$ cat src/rtl/conv1d_stream.sv
// Streaming 1-D linear convolution y[n] = sum h[k]*x[n-k] with programmable taps, valid/ready
// handshakes and an automatic zero-flush, so each frame of N samples yields N+TAPS-1 outputs.
module conv1d_stream #(
  parameter int unsigned  TAPS      = 4,
  parameter int unsigned  DATA_W    = 6,
  parameter int unsigned  COEF_W    = 6,
  parameter int unsigned  ACC_W     = DATA_W + COEF_W + $clog2(TAPS),
  parameter int unsigned  OUT_W     = 6,
  parameter int unsigned  OUT_SHIFT = 0,
  parameter bit           SATURATE  = 1'b1,
  localparam int unsigned IDX_W     = (TAPS > 1) ? $clog2(TAPS) : 1
) (
  input  logic              clk,
  input  logic              rst_n,
  input  logic              coef_we,
  input  logic [IDX_W-1:0]  coef_idx,
  input  logic [COEF_W-1:0] coef_data,
  input  logic              in_valid,
  output logic              in_ready,
  input  logic [DATA_W-1:0] in_data,
  input  logic              in_last,
  output logic              out_valid,
  input  logic              out_ready,
  output logic [OUT_W-1:0]  out_data,
  output logic              out_last,
  output logic              out_ovf,
  output logic              busy
);

  localparam int unsigned CNT_W     = (TAPS > 1) ? $clog2(TAPS) : 1;
  localparam int unsigned IDX_CMP_W = IDX_W + 1;

  typedef enum logic [0:0] {StRun, StFlush} state_e;

  state_e            state_q, state_d;
  logic [CNT_W-1:0]  cnt_q, cnt_d;
  logic [COEF_W-1:0] coef_q [TAPS];
  logic [DATA_W-1:0] line_q [TAPS];
  logic [DATA_W-1:0] line_d [TAPS];
  logic [DATA_W-1:0] line_shift [TAPS];

  logic              out_valid_q, out_valid_d;
  logic [OUT_W-1:0]  out_data_q, out_data_d;
  logic              out_last_q, out_last_d;
  logic              out_ovf_q, out_ovf_d;

  logic              out_free, in_fire, adv, frame_end, ovf, coef_hit;
  logic [ACC_W-1:0]  sum, scaled;
  logic [OUT_W-1:0]  narrow;

  // Out-of-range indices are dropped rather than aliased onto a real tap.
  assign coef_hit = coef_we && ({1'b0, coef_idx} < IDX_CMP_W'(TAPS));

  assign out_free = !out_valid_q || out_ready;
  assign in_ready = (state_q == StRun) && out_free;
  assign in_fire  = in_valid && in_ready;
  assign adv      = out_free && (in_fire || (state_q == StFlush));

  // Post-shift view of the line; zeros enter while flushing.
  always_comb begin
    line_shift[0] = in_fire ? in_data : '0;
    for (int k = 1; k < TAPS; k++) begin
      line_shift[k] = line_q[k-1];
    end
  end

  always_comb begin
    sum = '0;
    for (int k = 0; k < TAPS; k++) begin
      sum = sum + ACC_W'(coef_q[k]) * ACC_W'(line_shift[k]);
    end
  end

  assign scaled = sum >> OUT_SHIFT;
  assign ovf    = (scaled >> OUT_W) != '0;
  assign narrow = (SATURATE && ovf) ? {OUT_W{1'b1}} : OUT_W'(scaled);

  // Final output of a frame: last flush step, or the last sample itself when there is no flush.
  always_comb begin
    frame_end = 1'b0;
    if (state_q == StFlush) begin
      frame_end = (cnt_q == CNT_W'(1));
    end else if (TAPS == 1) begin
      frame_end = in_fire && in_last;
    end
  end

  always_comb begin
    state_d     = state_q;
    cnt_d       = cnt_q;
    line_d      = line_q;
    out_valid_d = out_valid_q;
    out_data_d  = out_data_q;
    out_last_d  = out_last_q;
    out_ovf_d   = out_ovf_q;
    if (adv) begin
      out_valid_d = 1'b1;
      out_data_d  = narrow;
      out_last_d  = frame_end;
      out_ovf_d   = ovf;
      line_d      = line_shift;
      if (frame_end) begin
        for (int k = 0; k < TAPS; k++) begin
          line_d[k] = '0;
        end
      end
      unique case (state_q)
        StRun: begin
          if (in_last && (TAPS > 1)) begin
            state_d = StFlush;
            cnt_d   = CNT_W'(TAPS - 1);
          end
        end
        StFlush: begin
          cnt_d = cnt_q - CNT_W'(1);
          if (frame_end) begin
            state_d = StRun;
          end
        end
        default: state_d = StRun;
      endcase
    end else if (out_valid_q && out_ready) begin
      out_valid_d = 1'b0;
      out_last_d  = 1'b0;
      out_ovf_d   = 1'b0;
    end
  end

  always_ff @(posedge clk or negedge rst_n) begin
    if (!rst_n) begin
      state_q     <= StRun;
      cnt_q       <= '0;
      out_valid_q <= 1'b0;
      out_data_q  <= '0;
      out_last_q  <= 1'b0;
      out_ovf_q   <= 1'b0;
      for (int k = 0; k < TAPS; k++) begin
        coef_q[k] <= '0;
        line_q[k] <= '0;
      end
    end else begin
      state_q     <= state_d;
      cnt_q       <= cnt_d;
      out_valid_q <= out_valid_d;
      out_data_q  <= out_data_d;
      out_last_q  <= out_last_d;
      out_ovf_q   <= out_ovf_d;
      line_q      <= line_d;
      if (coef_hit) begin
        coef_q[coef_idx] <= coef_data;
      end
    end
  end

  assign out_valid = out_valid_q;
  assign out_data  = out_data_q;
  assign out_last  = out_last_q;
  assign out_ovf   = out_ovf_q;
  assign busy      = (state_q == StFlush) || out_valid_q;

endmodule

$ cat config.mk
export PLATFORM = sky130hd
export DESIGN_NAME = conv1d_stream
export DESIGN_NICKNAME = d
export VERILOG_FILES = /design/src/rtl/conv1d_stream.sv
export SDC_FILE = /design/constraint.sdc
export NUM_CORES = 1
export LEC_CHECK = 0
export CELL_PAD_IN_SITES_DETAIL_PLACEMENT = 0
export CELL_PAD_IN_SITES_GLOBAL_PLACEMENT = 1
export CORE_MARGIN = 1.5
export CORE_UTILIZATION = 35
export CTS_BUF_LIST = sky130_fd_sc_hd__clkbuf_4 sky130_fd_sc_hd__clkbuf_8
export CTS_CLUSTER_DIAMETER = 50
export DETAILED_ROUTE_END_ITERATION = 12
export PLACE_DENSITY_LB_ADDON = 0.1
export REMOVE_ABC_BUFFERS = 1
export SYNTH_ARGS = -nofsm -noshare
export SYNTH_HDL_FRONTEND = slang
export SYNTH_SLANG_ARGS = --single-unit
$ cat constraint.sdc
create_clock -name clk -period 19 [get_ports clk]
set_input_delay 3.8 -clock clk [delete_from_list [all_inputs] [get_ports clk]]
set_output_delay 3.8 -clock clk [all_outputs]
set_load 0.05 [all_outputs]
==> metrics.cfg <==
[die]
placeableCoreArea_um2=19700
io_pins=31
die_area_um2=21100
initial_core_util_pct=36.0
die-width_um=145
rows=51
die-height_um=145

[worst_hold_path]
worst_hold_path_type=flip-flop to flip-flop

[worst_setup_path]
crit_chain=clkdlybuf4s50_1, nor2b_1, nor2_1, and2_1, nand3_1, fa_1, fa_1, fa_1, inv_1, fa_1, fa_1, fa_1, inv_1, fa_1, inv_1, ha_1, o21a_2, a21o_1, a21o_1, or3_4, a2111oi_0, a21oi_1
worst_path_most_repeated_cell=fa_1
critPathLaunchType=input port
timing.critical_path.required_ps=19230
worst-path-max-fanout=21
cpPeakStageDelay_ps=650
path_class=input port to flip-flop
cp_data_arrival_time_ps=11000
critical_path.slowest_cell=and2_1
critical_path.endpoint_type=flip-flop

[clock_tree]
cts_root_buf=clkbuf_8
number_of_clock_sinks_seen_by_cts=54
cts_tree=yes
cts-hold-fix-buffers=0
clock_network_latency_to_the_later_pin_of_the_worst_skew_pair_ps=350
postCtsSetupBuffers=0
htreeDepth=2
clock_tree.buffer_depth=2
cts_made_buffers=5
cts_repair_resize_count=0
clkSlewWorstSetupHoldPaths_ps=120

[timing]
layout_setup_ws_ps=8220
worst_hold_slack_ps=500
skew_ps=10.3
rsz0062_at_grt=no
clock.fmax_mhz=92.8
setup_viol=0
worst_tran_pin_value_ps=997
min_period_over_period_pct=56.7
timing.final.max_slew_violations=0
max_slew_margin_pct=33.4
min_period_ps=10780
hold_violations=0
tns_ps=0

[yosys]
synth_warnings=0
yosys.area.top_type=fa_1
yosysSeqAreaShare_pct=19.1
yosys.cell_types.count=41
synthXorXnorAreaFrac_pct=0.371
synth.most_common_cell=inv_1
synth_top_area_share_pct=33.9
largest_family_of_logic_cells_by_synthesized_area=adder cells
synth_edf_count=0
synth.mux.area_fraction_pct=4.12
netlist_top_cells_area=fa_1 34%, dfrtp_1 19%, ha_1 13%
synth_flop_cell=dfrtp_1
ys_seq_elements=54
synth.cells.most_frequent=148 x inv_1, 120 x fa_1, 84 x nand2_1, 74 x and2_1, 72 x ha_1
synth_simple_gate_area_share_pct=16.1
syn_inst=716
synth-adder-area-share_pct=46.7
post_synth.cell_area_avg_um2=9.89
async_flop_share_pct=100
complex_gate_fraction_of_the_synthesized_area_pct=5.13
syn-cell-area_um2=7080

[pwr]
power.density_nw_per_um2=156
power_leakage_nw=3.66
vdd.ir_drop.worst_mv=0.0995

[layout]
share_of_post_route_cells_with_drive_strength_above_1_pct=5.38
final-seq-area_um2=1350
area_growth_from_synthesis_to_layout_pct=9.83
design.final.nets=955
multiInputGateArea_um2=5120
nFillCells=2086
insertedDiodeCount=0

[placement]
gp_congestion=0.781
dpl.hpwl_um=15300
pre_cts_ws_ps=7840
placement.io_buffers=30

[detailed_routing]
number_of_nets_with_antenna_violations_after_routing=0
drt_wl_total_um=18400
remaining_drc_errors=0
avgRoutedWirePerCell_um=18.3
routed_via_density=4.89
drt-pass1-iter-count=4
first_iter_violations=172
vias=4933

[global_route]
first_global_vias=5308
grt_max_degree=55
antenna_found_initial=0
grt_pass1_wl_um=30000
grtUsageTotal_pct=18.6
overflow=0

[job]
max_cap_violations=0

[status]
status=finished clean

-- stage by stage --
step / instance area [µm²] / total power [W] / util [%] / std cells
floorplan: 7030 / 0.000876 / - / 703
global placement: 7680 / 0.00114 / 39.1 / 1001
detailed placement: 7680 / 0.00115 / 39.1 / 1001
CTS: 7770 / 0.00123 / 39.6 / 1009
global route: 7770 / 0.00137 / 39.6 / 1009
finish: 7770 / 0.00121 / 39.6 / 1009
-- placed cells by master (no fill, tap or decap), types with 2 or more instances in the layout --
| cell type | n |
|---|---|
| inv_1 | 148 |
| fa_1 | 120 |
| nand2_1 | 84 |
| and2_1 | 74 |
| ha_1 | 72 |
| dfrtp_1 | 54 |
| clkdlybuf4s50_1 | 29 |
| nand3_1 | 26 |
| mux2_2 | 24 |
| nor2_1 | 18 |
| a21oi_1 | 15 |
| and3_1 | 13 |
| a31oi_1 | 8 |
| a21o_1 | 7 |
| clkbuf_8 | 5 |
| a2111oi_0 | 4 |
| nand2b_1 | 3 |
| o21ai_0 | 3 |
| a22o_1 | 3 |
| buf_4 | 3 |
| a211o_1 | 2 |
| xnor2_1 | 2 |
| o211ai_1 | 2 |
| nand3b_1 | 2 |
| inv_6 | 2 |
-- logic make-up (layout without fill, tap and decap cells) --
kind of cell | after synthesis | in the layout
AND/OR/NAND/NOR | 227 | 227
adder cells (fa/ha/maj) | 192 | 192
buffers and inverters | 161 | 189
flip-flops | 54 | 54
AO/OA/AOI/OAI | 53 | 53
multiplexers | 26 | 26
XOR/XNOR | 3 | 3
-- critical path, delay by kind of cell --
family	cells	cell delay (ps)
and+or+nand+nor	5	1560
buffers and inverters	4	610
adders and majority gates	8	3860
AOI/OAI and AO/OA	5	1160
-- flip-flops by register name (all words and copies together) (netlist names) --
signal,flops
out_ovf,1
line_q,18
coef_q,24
out_data,6
state_q,1
cnt_q,2
out_last,1
out_valid,1
-- power by group --
| part | total, W | switching, W | internal (W) |
|---|---|---|---|
| combinational | 0.000932 | 0.000533 | 0.000399 |
| sequential | 0.000205 | 0.0000615 | 0.000144 |
| clock | 0.0000779 | 0.0000505 | 0.0000274 |
| total | 0.00121 | 0.000645 | 0.000569 |
-- metal layers --
metal	GRT usage, %	routed length [µm]
met1	25.7	8650
met2	31.4	9150
met3	2.17	430
met4	3.62	218
met5	0	0
-- final cells by class --
class	instances	share of cell area [%]
Clock buffer	5	0.885
Clock inverter	3	0.338
Inverter	148	7.15
Multi-Input combinational cell	501	65.9
Sequential cell	54	17.4
Tap cell	265	4.26
Timing Repair Buffer	33	4.09
-- final timing paths --
check	from	end	slack [ps]	cells after the start
min in group asynchronous	rst_n	state_q	3600	2
hold / removal	out_last	out_last	500	2
setup reg to reg	out_valid	out_data[1]	11610	21
setup / recovery	out_ready	out_data[1]	8220	22
hold reg to reg	out_last	out_last	500	2
max in group asynchronous	rst_n	line_q[19]	14890	2
Note: power is estimated with default switching activity, not from simulation.
